$ cat src/rtl/controller_multi_cycle_pkg.sv
// Shared encodings for the multi-cycle RV32I main controller:
// controller states, opcode constants, ALU operation codes, datapath mux
// select codes and the immediate-format lookup used by the controller.
package controller_multi_cycle_pkg;

    typedef enum logic [3:0] {
        S_FETCH,
        S_DECODE,
        S_MEM_ADR,
        S_MEM_READ,
        S_MEM_WB,
        S_MEM_WRITE,
        S_EXEC_R,
        S_EXEC_I,
        S_ALU_WB,
        S_BRANCH,
        S_JALR_ADR,
        S_JUMP,
        S_LUI
    } state_t;

    // How the ALU decoder should pick the operation.
    typedef enum logic [1:0] {
        MODE_ADD,
        MODE_SUB,
        MODE_R,
        MODE_I
    } alu_mode_t;

    localparam logic [6:0] OP_LOAD   = 7'd3;
    localparam logic [6:0] OP_OPIMM  = 7'd19;
    localparam logic [6:0] OP_STORE  = 7'd35;
    localparam logic [6:0] OP_OP     = 7'd51;
    localparam logic [6:0] OP_LUI    = 7'd55;
    localparam logic [6:0] OP_BRANCH = 7'd99;
    localparam logic [6:0] OP_JALR   = 7'd103;
    localparam logic [6:0] OP_JAL    = 7'd111;

    localparam logic [2:0] ALU_ADD  = 3'b000;
    localparam logic [2:0] ALU_SUB  = 3'b001;
    localparam logic [2:0] ALU_AND  = 3'b010;
    localparam logic [2:0] ALU_OR   = 3'b011;
    localparam logic [2:0] ALU_XOR  = 3'b100;
    localparam logic [2:0] ALU_SLT  = 3'b101;
    localparam logic [2:0] ALU_SLTU = 3'b110;

    localparam logic [1:0] SRCA_PC    = 2'b00;
    localparam logic [1:0] SRCA_OLDPC = 2'b01;
    localparam logic [1:0] SRCA_RS1   = 2'b10;

    localparam logic [1:0] SRCB_RS2  = 2'b00;
    localparam logic [1:0] SRCB_IMM  = 2'b01;
    localparam logic [1:0] SRCB_FOUR = 2'b10;

    localparam logic [1:0] RES_ALUOUT = 2'b00;
    localparam logic [1:0] RES_DATA   = 2'b01;
    localparam logic [1:0] RES_ALU    = 2'b10;
    localparam logic [1:0] RES_IMM    = 2'b11;

    localparam logic [2:0] IMM_I = 3'b000;
    localparam logic [2:0] IMM_S = 3'b001;
    localparam logic [2:0] IMM_B = 3'b010;
    localparam logic [2:0] IMM_J = 3'b011;
    localparam logic [2:0] IMM_U = 3'b100;

    // Immediate format from opcode alone; R-type and unknown opcodes fall to I.
    function automatic logic [2:0] imm_src_of(input logic [6:0] op);
        case (op)
            OP_STORE:  return IMM_S;
            OP_BRANCH: return IMM_B;
            OP_JAL:    return IMM_J;
            OP_LUI:    return IMM_U;
            default:   return IMM_I;
        endcase
    endfunction

endpackage

$ cat src/rtl/controller_multi_cycle_alu_decoder.sv
// ALU operation decoder.
//   mode     : MODE_ADD / MODE_SUB force the op; MODE_R / MODE_I decode funct
//   funct3   : IR[14:12]
//   funct7_5 : IR[30], only selects sub for R-type funct3 000
//   alu_control : ALU operation code
module alu_decoder
    import controller_multi_cycle_pkg::*;
(
    input  alu_mode_t  mode,
    input  logic [2:0] funct3,
    input  logic       funct7_5,
    output logic [2:0] alu_control
);

    always_comb begin
        alu_control = ALU_ADD;
        case (mode)
            MODE_SUB: alu_control = ALU_SUB;
            MODE_R, MODE_I: begin
                case (funct3)
                    // addi has no sub form, so funct7_5 only matters for R-type.
                    3'b000:  alu_control = (mode == MODE_R && funct7_5) ? ALU_SUB : ALU_ADD;
                    3'b111:  alu_control = ALU_AND;
                    3'b110:  alu_control = ALU_OR;
                    3'b100:  alu_control = ALU_XOR;
                    3'b010:  alu_control = ALU_SLT;
                    3'b011:  alu_control = ALU_SLTU;
                    default: alu_control = ALU_ADD;
                endcase
            end
            default: alu_control = ALU_ADD;
        endcase
    end

endmodule

$ cat src/rtl/controller_multi_cycle.sv
// Moore main controller for the multi-cycle RV32I core.
// Inputs : clk, rst (async, active high), opcode/funct3/funct7_5 from IR,
//          zero/lt flags from the ALU compare.
// Outputs: PC/IR/memory/register-file enables, ALU source selects,
//          alu_control, result_src, imm_src and an instr_done pulse in the
//          last state of every instruction. All outputs are 0 while rst = 1.
module controller_multi_cycle
    import controller_multi_cycle_pkg::*;
(
    input  logic       clk,
    input  logic       rst,
    input  logic [6:0] opcode,
    input  logic [2:0] funct3,
    input  logic       funct7_5,
    input  logic       zero,
    input  logic       lt,
    output logic       pc_write,
    output logic       ir_write,
    output logic       adr_src,
    output logic       mem_write,
    output logic       reg_write,
    output logic [1:0] alu_src_a,
    output logic [1:0] alu_src_b,
    output logic [2:0] alu_control,
    output logic [1:0] result_src,
    output logic [2:0] imm_src,
    output logic       instr_done
);

    state_t     state_q, state_d;
    alu_mode_t  alu_mode;
    logic [2:0] alu_dec;
    logic       taken;
    logic       pc_write_c, ir_write_c, adr_src_c, mem_write_c, reg_write_c, done_c;
    logic [1:0] src_a_c, src_b_c, result_c;

    alu_decoder u_alu_decoder (
        .mode        (alu_mode),
        .funct3      (funct3),
        .funct7_5    (funct7_5),
        .alu_control (alu_dec)
    );

    always_ff @(posedge clk or posedge rst) begin
        if (rst) state_q <= S_FETCH;
        else     state_q <= state_d;
    end

    always_comb begin
        case (funct3)
            3'b000:  taken = zero;
            3'b001:  taken = !zero;
            3'b100:  taken = lt;
            3'b101:  taken = !lt;
            default: taken = 1'b0;
        endcase
    end

    always_comb begin
        state_d     = S_FETCH;
        pc_write_c  = 1'b0;
        ir_write_c  = 1'b0;
        adr_src_c   = 1'b0;
        mem_write_c = 1'b0;
        reg_write_c = 1'b0;
        done_c      = 1'b0;
        src_a_c     = SRCA_PC;
        src_b_c     = SRCB_RS2;
        result_c    = RES_ALUOUT;
        alu_mode    = MODE_ADD;
        case (state_q)
            S_FETCH: begin
                // PC+4 goes straight from the ALU into PC while IR loads.
                ir_write_c = 1'b1;
                pc_write_c = 1'b1;
                src_a_c    = SRCA_PC;
                src_b_c    = SRCB_FOUR;
                result_c   = RES_ALU;
                state_d    = S_DECODE;
            end
            S_DECODE: begin
                // Precompute OldPC+imm so branch/jal find their target in ALUOut.
                src_a_c = SRCA_OLDPC;
                src_b_c = SRCB_IMM;
                case (opcode)
                    OP_LOAD, OP_STORE: state_d = S_MEM_ADR;
                    OP_OP:             state_d = S_EXEC_R;
                    OP_OPIMM:          state_d = S_EXEC_I;
                    OP_BRANCH:         state_d = S_BRANCH;
                    OP_JAL:            state_d = S_JUMP;
                    OP_JALR:           state_d = S_JALR_ADR;
                    OP_LUI:            state_d = S_LUI;
                    default: begin
                        state_d = S_FETCH;
                        done_c  = 1'b1;
                    end
                endcase
            end
            S_MEM_ADR: begin
                src_a_c = SRCA_RS1;
                src_b_c = SRCB_IMM;
                state_d = (opcode == OP_LOAD) ? S_MEM_READ : S_MEM_WRITE;
            end
            S_MEM_READ: begin
                adr_src_c = 1'b1;
                state_d   = S_MEM_WB;
            end
            S_MEM_WB: begin
                result_c    = RES_DATA;
                reg_write_c = 1'b1;
                done_c      = 1'b1;
            end
            S_MEM_WRITE: begin
                adr_src_c   = 1'b1;
                mem_write_c = 1'b1;
                done_c      = 1'b1;
            end
            S_EXEC_R: begin
                src_a_c  = SRCA_RS1;
                src_b_c  = SRCB_RS2;
                alu_mode = MODE_R;
                state_d  = S_ALU_WB;
            end
            S_EXEC_I: begin
                src_a_c  = SRCA_RS1;
                src_b_c  = SRCB_IMM;
                alu_mode = MODE_I;
                state_d  = S_ALU_WB;
            end
            S_ALU_WB: begin
                reg_write_c = 1'b1;
                done_c      = 1'b1;
            end
            S_BRANCH: begin
                // ALU compares rs1-rs2 for the flags; ALUOut still holds the target.
                src_a_c    = SRCA_RS1;
                src_b_c    = SRCB_RS2;
                alu_mode   = MODE_SUB;
                pc_write_c = taken;
                done_c     = 1'b1;
            end
            S_JALR_ADR: begin
                src_a_c = SRCA_RS1;
                src_b_c = SRCB_IMM;
                state_d = S_JUMP;
            end
            S_JUMP: begin
                // PC takes the target from ALUOut; ALU builds OldPC+4 as the link.
                src_a_c    = SRCA_OLDPC;
                src_b_c    = SRCB_FOUR;
                pc_write_c = 1'b1;
                state_d    = S_ALU_WB;
            end
            S_LUI: begin
                result_c    = RES_IMM;
                reg_write_c = 1'b1;
                done_c      = 1'b1;
            end
            default: state_d = S_FETCH;
        endcase
    end

    // Gate every output with rst so no write can slip out while in reset.
    always_comb begin
        pc_write    = !rst && pc_write_c;
        ir_write    = !rst && ir_write_c;
        adr_src     = !rst && adr_src_c;
        mem_write   = !rst && mem_write_c;
        reg_write   = !rst && reg_write_c;
        instr_done  = !rst && done_c;
        alu_src_a   = rst ? 2'b00 : src_a_c;
        alu_src_b   = rst ? 2'b00 : src_b_c;
        result_src  = rst ? 2'b00 : result_c;
        alu_control = rst ? 3'b000 : alu_dec;
        imm_src     = rst ? 3'b000 : imm_src_of(opcode);
    end

endmodule

$ cat config.mk
export PLATFORM = sky130hd
export DESIGN_NAME = controller_multi_cycle
export DESIGN_NICKNAME = d
export VERILOG_FILES = /design/src/rtl/controller_multi_cycle_pkg.sv /design/src/rtl/controller_multi_cycle_alu_decoder.sv /design/src/rtl/controller_multi_cycle.sv
export SDC_FILE = /design/constraint.sdc
export NUM_CORES = 1
export LEC_CHECK = 0
export CAP_MARGIN = 30
export CORE_UTILIZATION = 41
export DETAILED_ROUTE_END_ITERATION = 10
export PLACE_DENSITY = 0.88
export SKIP_CTS_REPAIR_TIMING = 1
export SLEW_MARGIN = 20
export SYNTH_ARGS = -nofsm -noshare
export SYNTH_HDL_FRONTEND = slang
export SYNTH_SLANG_ARGS = --single-unit
$ cat constraint.sdc
create_clock -name clk -period 1.4 [get_ports clk]
set_input_delay 0.28 -clock clk [delete_from_list [all_inputs] [get_ports clk]]
set_output_delay 0.28 -clock clk [all_outputs]
set_load 0.01 [all_outputs]
==> results of run 1 <==
[kinds of logic after synthesis]
logic type | share of synthesized area
AO/OA/AOI/OAI | 0.265
multiplexers | 0.0281
AND/OR/NAND/NOR | 0.439
buffers and inverters | 0.0773
flip-flops | 0.141
XOR/XNOR | 0.0492
[per-stage QoR]
stage          setup slack (ns)  area, µm²  hold slack (ns)  std cells
4_1_cts                   -1.00       1430            0.535        175
3_5_place_dp             -0.999       1410            0.756        172
3_3_place_gp             -0.959       1410            0.721        172
2_1_floorplan           -0.0463        778           0.0627         90
==> impl_metrics.csv, run 1 <==
group,metric,value,unit
die,start_util,0.457,
yosys,synth-edff-count,0,
yosys,yosysSeqAreaShare,0.141,
yosys,synth_area_leaders,"dfrtp_1, nor3_1, a2111oi_2, nor2_1, xor2_1",
die,placementRows,14,
global_route,antenna_found_initial,0,
die,fp.dieH,43.7,µm
yosys,syn_area,712,µm²
global_route,grt_start_max_net_pins,14,
yosys,yosys.area.top_type_share,0.141,
sta,worst_endpoint,"alu_control[0]",
yosys,async_flop_share,1.00,
clock_network,clockRootBuffer,"clkbuf_4",
place,io_buffers,32,
run_status,status,"did not finish",
clock_network,cts_made_buffers,3,
yosys,ys_top_cells_by_count,"nor2_1, nor3_1, buf_2, nand3_1",
yosys,synth_ff_type,"dfrtp_1",
yosys,synth.most_common_cell,"nor2_1",
die,io_pins,33,
die,die_w,43.7,µm
place,dp_hpwl,2380,µm
place,gp_congestion,0.925,
run_status,stop_error,"[ERROR DPL-0033] detailed placement checks failed during check placement.",
clock_network,clk_path_buf_depth,2,
clock_network,htreeDepth,1,
yosys,synth_cells,90,
yosys,yosysTopAreaCell,"dfrtp_1",
yosys,synth_fp_nets,105,
run_status,stop_stage,"global routing",
clock_network,clock_sinks,4,
yosys,synth_seq_cells,4,
yosys,synth.distinct_cells,49,
yosys,ys_warn_count,0,
sta,worst-ep-kind,"output port",
yosys,synth_area_per_cell,7.91,µm²
==> run 2: changes to the inputs <==
Settings changed: CORE_AREA set to 2 2 63 65, CORE_UTILIZATION 41 to not set, DIE_AREA set to 0 0 65 67, PLACE_DENSITY 0.88 to not set, PLACE_DENSITY_LB_ADDON set to 0.15.
==> run 2 against run 1 <==
  * The flow now finishes, with violations (setup timing)
  * Synthesized area did not move
  * Synthesized cell count did not move
==> impl_metrics.csv, run 2 <==
group,metric,value,unit
run_status,status,"finished with violations",
run_status,violations,"setup timing",
hold_path,worstHoldPathType,"in2async",
yosys,synth.most_common_cell,"nor2_1",
detailed_routing,met2WireLength,1580,µm
die,fp.coreArea,0.00361,mm²
power_and_ir_drop,pwr-share-comb,0.675,
power_and_ir_drop,switchingPower,0.481,mW
worst_setup_path,arrival,1.52,ns
sta,fin_crit,1.80,ns
global_route,overflow,0,
yosys,async_flop_share,1.00,
yosys,ys_warn_count,0,
yosys,synth_cells,90,
finish,top_regs,"state_q x4",
detailed_routing,top_layer_used,"met4",
sta,setup_tns,-4.43,ns
power_and_ir_drop,peakVddDrop,0.000260,V
yosys,yosysSeqAreaShare,0.141,
clock_network,cts.clk_slew.worst_paths,0.03,ns
run,drv_cap,0,
yosys,synth_fp_nets,105,
clock_network,clk_path_buf_depth,2,
detailed_routing,drt_iter0_drc,12,
worst_setup_path,crit_slowest_cell,"dfrtp_1",
yosys,ys_top_cells_by_count,"nor2_1, nor3_1, buf_2, nand3_1",
worst_setup_path,cp.buffers_inverters,2,
finish,largest_register_ff_count,4,
sta,period_share,1.29,
detailed_routing,drc,0,
detailed_routing,drtAntennaViolNets,0,
detailed_routing,vias_per_cell,4.73,
power_and_ir_drop,powerDensity,783,mW/mm²
finish,final_common_cell,"buf_4",
worst_setup_path,required,1.12,ns
clock_network,insertion_delay,0.22,ns
die,placementRows,22,
worst_setup_path,path_class,"reg2out",
power_and_ir_drop,pwr-share-clk,0.189,
clock_network,clockRootBuffer,"clkbuf_8",
place,io_buffers,32,
sta,setup_ws,-0.402,ns
die,fp.dieH,67,µm
worst_setup_path,cp_slowest_stage_delay,0.39,ns
place,post-place-ws,-0.991,ns
yosys,yosysTopAreaCell,"dfrtp_1",
detailed_routing,vias,1012,
finish,n_antenna_cell,0,
place,dp_hpwl,2120,µm
worst_setup_path,r2r_setup_slack,0.05,ns
worst_setup_path,path_cells,"buf_12 -> or3_4 -> a21boi_2 -> o21bai_4 -> buf_6",
finish,synthToLayoutAreaGrowth,131,%
yosys,syn_area,712,µm²
finish,top_register,"state_q",
yosys,yosys.area.top_type_share,0.141,
worst_setup_path,crit_path_end_kind,"output pin",
detailed_routing,wl_per_cell,13.4,µm
worst_setup_path,path_max_fanout,10,
finish,multiInputGateArea,787,µm²
place,gp_congestion,0.723,
sta,max_freq,555,MHz
power_and_ir_drop,p_leak,0.794,nW
sta,finalSetupViolCount,16,
die,die_area,0.00436,mm²
detailed_routing,wl_met3,152,µm
yosys,synth.distinct_cells,49,
global_route,antenna_found_initial,0,
sta,slew_violations,0,
finish,drive_above_1_share,0.675,
power_and_ir_drop,p_int,0.810,mW
die,die_w,65,µm
yosys,synth_seq_cells,4,
die,start_util,0.197,
worst_setup_path,critPathTopFamily,"flip-flops",
clock_network,clock_sinks,4,
clock_network,htreeDepth,1,
sta,hold_viol_final,0,
finish,final_net_count,183,
sta,maxSlewHeadroom,0.819,
global_route,grt.total_usage,0.134,
finish,fillers,348,
yosys,synth_area_leaders,"dfrtp_1, nor3_1, a2111oi_2, nor2_1, xor2_1",
sta,worstMarginPinSlew,0.270,ns
power_and_ir_drop,pwr-share-seq,0.136,
power_and_ir_drop,sw_frac_of_total,0.372,
clock_network,cts_tree,"built",
detailed_routing,wl_met1,1090,µm
yosys,synth-edff-count,0,
clock_network,cts_made_buffers,3,
global_route,grt_pass1_vias,1029,
global_route,grt_start_max_net_pins,12,
global_route,grt_pass1_wl,4570,µm
detailed_routing,dr.pass1.iters,4,
sta,finalClockSkew,0.00519,ns
die,io_pins,33,
yosys,synth_ff_type,"dfrtp_1",
finish,final_cell_mix,"buf_4, buf_2, buf_6, dlymetal6s2s_1",
yosys,synth_area_per_cell,7.91,µm²
worst_setup_path,start_kind,"flip-flop",
detailed_routing,finalWirelength,2870,µm
sta,rsz0062_at_grt,"true",
finish,regArea,103,µm²
[run 2: cell counts after synthesis]
No cell type changed its count.
[run 2: final timing paths]
check | end | startpoint | cells past startpoint
worst max register to register | state_q[3] | state_q[2] | 5
min in group clk | state_q[0] | opcode[5] | 5
worst max-delay path | pc_write | state_q[1] | 5
worst min register to register | state_q[0] | state_q[2] | 4
worst min-delay path | state_q[2] | rst | 4
max in group asynchronous | state_q[3] | rst | 4
[run 2: worst min-delay path: stages]
cell and delay (ns):
clkbuf_2 0.13, buf_4 0.14, inv_1 0.11, buf_4 0.16
[run 2: area by class of cell]
class,count,share of cell area
Clock buffer,3,0.0251
Inverter,4,0.00911
Multi-Input combinational cell,75,0.478
Sequential cell,4,0.0623
Tap cell,48,0.0364
Timing Repair Buffer,80,0.390
[run 2: through the flow]
| stage | std cells | utilization | total power, mW | hold WS, ns | area, µm² |
|---|---|---|---|---|---|
| 6_report | 214 | 0.457 | 1.29 | 0.289 | 1650 |
| 3_3_place_gp | 206 | 0.403 | 0.945 | 0.807 | 1450 |
| 5_1_grt | 214 | 0.457 | 1.38 | 0.326 | 1650 |
| 3_5_place_dp | 206 | 0.403 | 0.944 | 0.780 | 1450 |
| 2_1_floorplan | 90 | - | 0.551 | 0.0627 | 778 |
| 4_1_cts | 209 | 0.415 | 1.19 | 0.669 | 1500 |
[run 2: logic make-up after synthesis]
logic type | synth area share
AOI/OAI and AO/OA | 0.265
xor gates and xnor gates | 0.0492
buffers and inverters | 0.0773
DFF | 0.141
muxes | 0.0281
and+or+nand+nor | 0.439
[run 2: metal layers]
metal / up-vias / GRT usage
met5: - / 0
met4: 0 / 0.0718
met3: 4 / 0.0186
met2: 32 / 0.268
met1: 478 / 0.132
li1: 498 / -
[run 2: power groups by stage]
stage / logic, mW / registers, mW / clock network (mW)
floorplan: 0.400 / 0.151 / 0
global placement: 0.754 / 0.191 / 0
detailed placement: 0.755 / 0.188 / 0
CTS: 0.757 / 0.186 / 0.251
global route: 0.944 / 0.177 / 0.259
finish: 0.871 / 0.176 / 0.244
(Power assumes the default switching activity.)
==> run 3: changes to the inputs <==
Settings changed: CELL_PAD_IN_SITES_DETAIL_PLACEMENT set to 1, CELL_PAD_IN_SITES_GLOBAL_PLACEMENT set to 2.
==> run 3 against run 2 <==
  * Register-to-register slack worse by 0.02 ns
  * Via count is 0.30% lower
  * Largest power group unchanged
  * The flow still finishes with violations (setup timing)
  * Largest cell class unchanged
  * Combinational power is 12% higher
  * Worst setup slack better by 0.018 ns
==> impl_metrics.csv, run 3 (synthesis results as in run 2) <==
group,metric,value,unit
run_status,status,"finished with violations",
run_status,violations,"setup timing",
sta,finalSetupViolCount,16,
detailed_routing,dr.pass1.iters,4,
finish,multiInputGateArea,763,µm²
detailed_routing,finalWirelength,3000,µm
global_route,grt_start_max_net_pins,11,
power_and_ir_drop,switchingPower,0.512,mW
finish,utilization,0.442,
sta,slew_violations,0,
detailed_routing,wl_per_cell,13.9,µm
place,place_area,0.00143,mm²
die,fp.coreArea,0.00361,mm²
finish,fin_area,0.00159,mm²
global_route,busiest_layer,"met2",
clock_network,cts.clk_slew.worst_paths,0.04,ns
finish,drive_above_1_share,0.679,
global_route,groute.layer.met3.usage,0.0101,
die,fp.dieH,67,µm
power_and_ir_drop,sw_frac_of_total,0.371,
global_route,met2_usage,0.264,
die,placementRows,22,
sta,hold_viol_final,0,
finish,largest_register_ff_count,4,
sta,maxSlewHeadroom,0.812,
clock_network,htreeDepth,1,
die,die_area,0.00436,mm²
finish,final_common_cell,"buf_4",
place,gp_congestion,0.770,
global_route,antenna_found_initial,0,
sta,setup_ws,-0.384,ns
sta,rsz0062_at_grt,"true",
place,dp_hpwl,2300,µm
sta,max_freq,561,MHz
global_route,gr-usage-met1,0.163,
global_route,grt_pass1_vias,1022,
power_and_ir_drop,p_int,0.869,mW
detailed_routing,drtAntennaViolNets,0,
sta,period_share,1.27,
worst_setup_path,crit_path_end_kind,"output pin",
die,start_util,0.197,
global_route,overflow,0,
worst_setup_path,path_class,"reg2out",
finish,top_regs,"state_q x4",
sta,worstMarginPinSlew,0.282,ns
hold_path,worstHoldPathType,"in2async",
power_and_ir_drop,fin_total_pwr,1.38,mW
worst_setup_path,path_max_fanout,8,
clock_network,clockRootBuffer,"clkbuf_8",
detailed_routing,drt_iter0_drc,38,
clock_network,clk_path_buf_depth,2,
die,die_w,65,µm
worst_setup_path,r2r_setup_slack,0.03,ns
power_and_ir_drop,p_leak,0.773,nW
finish,synthToLayoutAreaGrowth,124,%
clock_network,insertion_delay,0.22,ns
global_route,grt_pass1_wl,4710,µm
sta,finalClockSkew,0.00655,ns
detailed_routing,drc,0,
place,io_buffers,32,
finish,fillers,429,
clock_network,cts_tree,"built",
worst_setup_path,start_kind,"flip-flop",
clock_network,clock_sinks,4,
detailed_routing,vias,1009,
sta,fin_crit,1.78,ns
detailed_routing,vias_per_cell,4.67,
finish,regArea,104,µm²
clock_network,cts_made_buffers,3,
power_and_ir_drop,pwr-share-comb,0.706,
finish,n_antenna_cell,0,
finish,final_cell_mix,"buf_4, buf_2, clkbuf_2",
power_and_ir_drop,pwr-share-clk,0.176,
die,io_pins,33,
run,drv_cap,0,
worst_setup_path,arrival,1.50,ns
finish,top_register,"state_q",
power_and_ir_drop,pwr-share-seq,0.118,
power_and_ir_drop,peakVddDrop,0.000505,V
global_route,grt.total_usage,0.138,
worst_setup_path,required,1.12,ns
power_and_ir_drop,powerDensity,866,mW/mm²
place,post-place-ws,-1.10,ns
finish,final_net_count,185,
## run 3: changes by cell type in the layout (fill, tap and decap cells not counted), moves of 2 or more
cell,previous run,this run
xor2_2,3,1
dlymetal6s2s_1,7,4
xor2_1,0,2
mux2i_2,2,0
clkbuf_2,2,6
buf_4,41,46
mux2i_1,0,2
buf_6,7,4
## run 3: routing by layer
layer	vias to the layer above	part of all wire
met1	483	0.43
met5	-	0
li1	502	-
met4	0	0
met3	0	0.025
met2	24	0.55
## run 3: layout make-up
cell class | instances | area share
inverters | 4 | 0.00942
repair buffers | 82 | 0.383
clock buffers | 3 | 0.0259
flip-flops and latches | 4 | 0.0651
well taps | 48 | 0.0377
multi-input cells | 75 | 0.479
## run 3: power by group through the flow
| stage | Combinational, mW | Clock, mW | Sequential [mW] |
|---|---|---|---|
| after detailed placement | 0.813 | 0 | 0.190 |
| after floorplan | 0.400 | 0 | 0.151 |
| final | 0.975 | 0.243 | 0.163 |
| after global routing | 1.06 | 0.260 | 0.170 |
| after global placement | 0.796 | 0 | 0.187 |
| after CTS | 0.819 | 0.242 | 0.188 |
## run 3: worst paths after layout
kind,from,to,depth (start not counted)
setup reg to reg,state_q[0],state_q[0],6
min in group clk,opcode[5],state_q[0],5
max in group asynchronous,rst,state_q[0],3
hold / removal,rst,state_q[1],3
setup / recovery,state_q[3],pc_write,4
hold reg to reg,state_q[2],state_q[2],2
## run 3: stage by stage
step | hold slack (ns) | setup TNS, ns | cells
after CTS | 0.538 | -15.12 | 208
after global routing | 0.237 | -5.79 | 216
after global placement | 0.787 | -15.11 | 205
after detailed placement | 0.764 | -15.32 | 205
after floorplan | 0.0627 | -0.243 | 90
final | 0.195 | -4.36 | 216
## run 3: worst max-delay path, stage by stage (launching register included)
cell	delay, ns
dfrtp_2	0.47
or3_4	0.42
a21boi_4	0.16
o21bai_4	0.13
buf_6	0.11
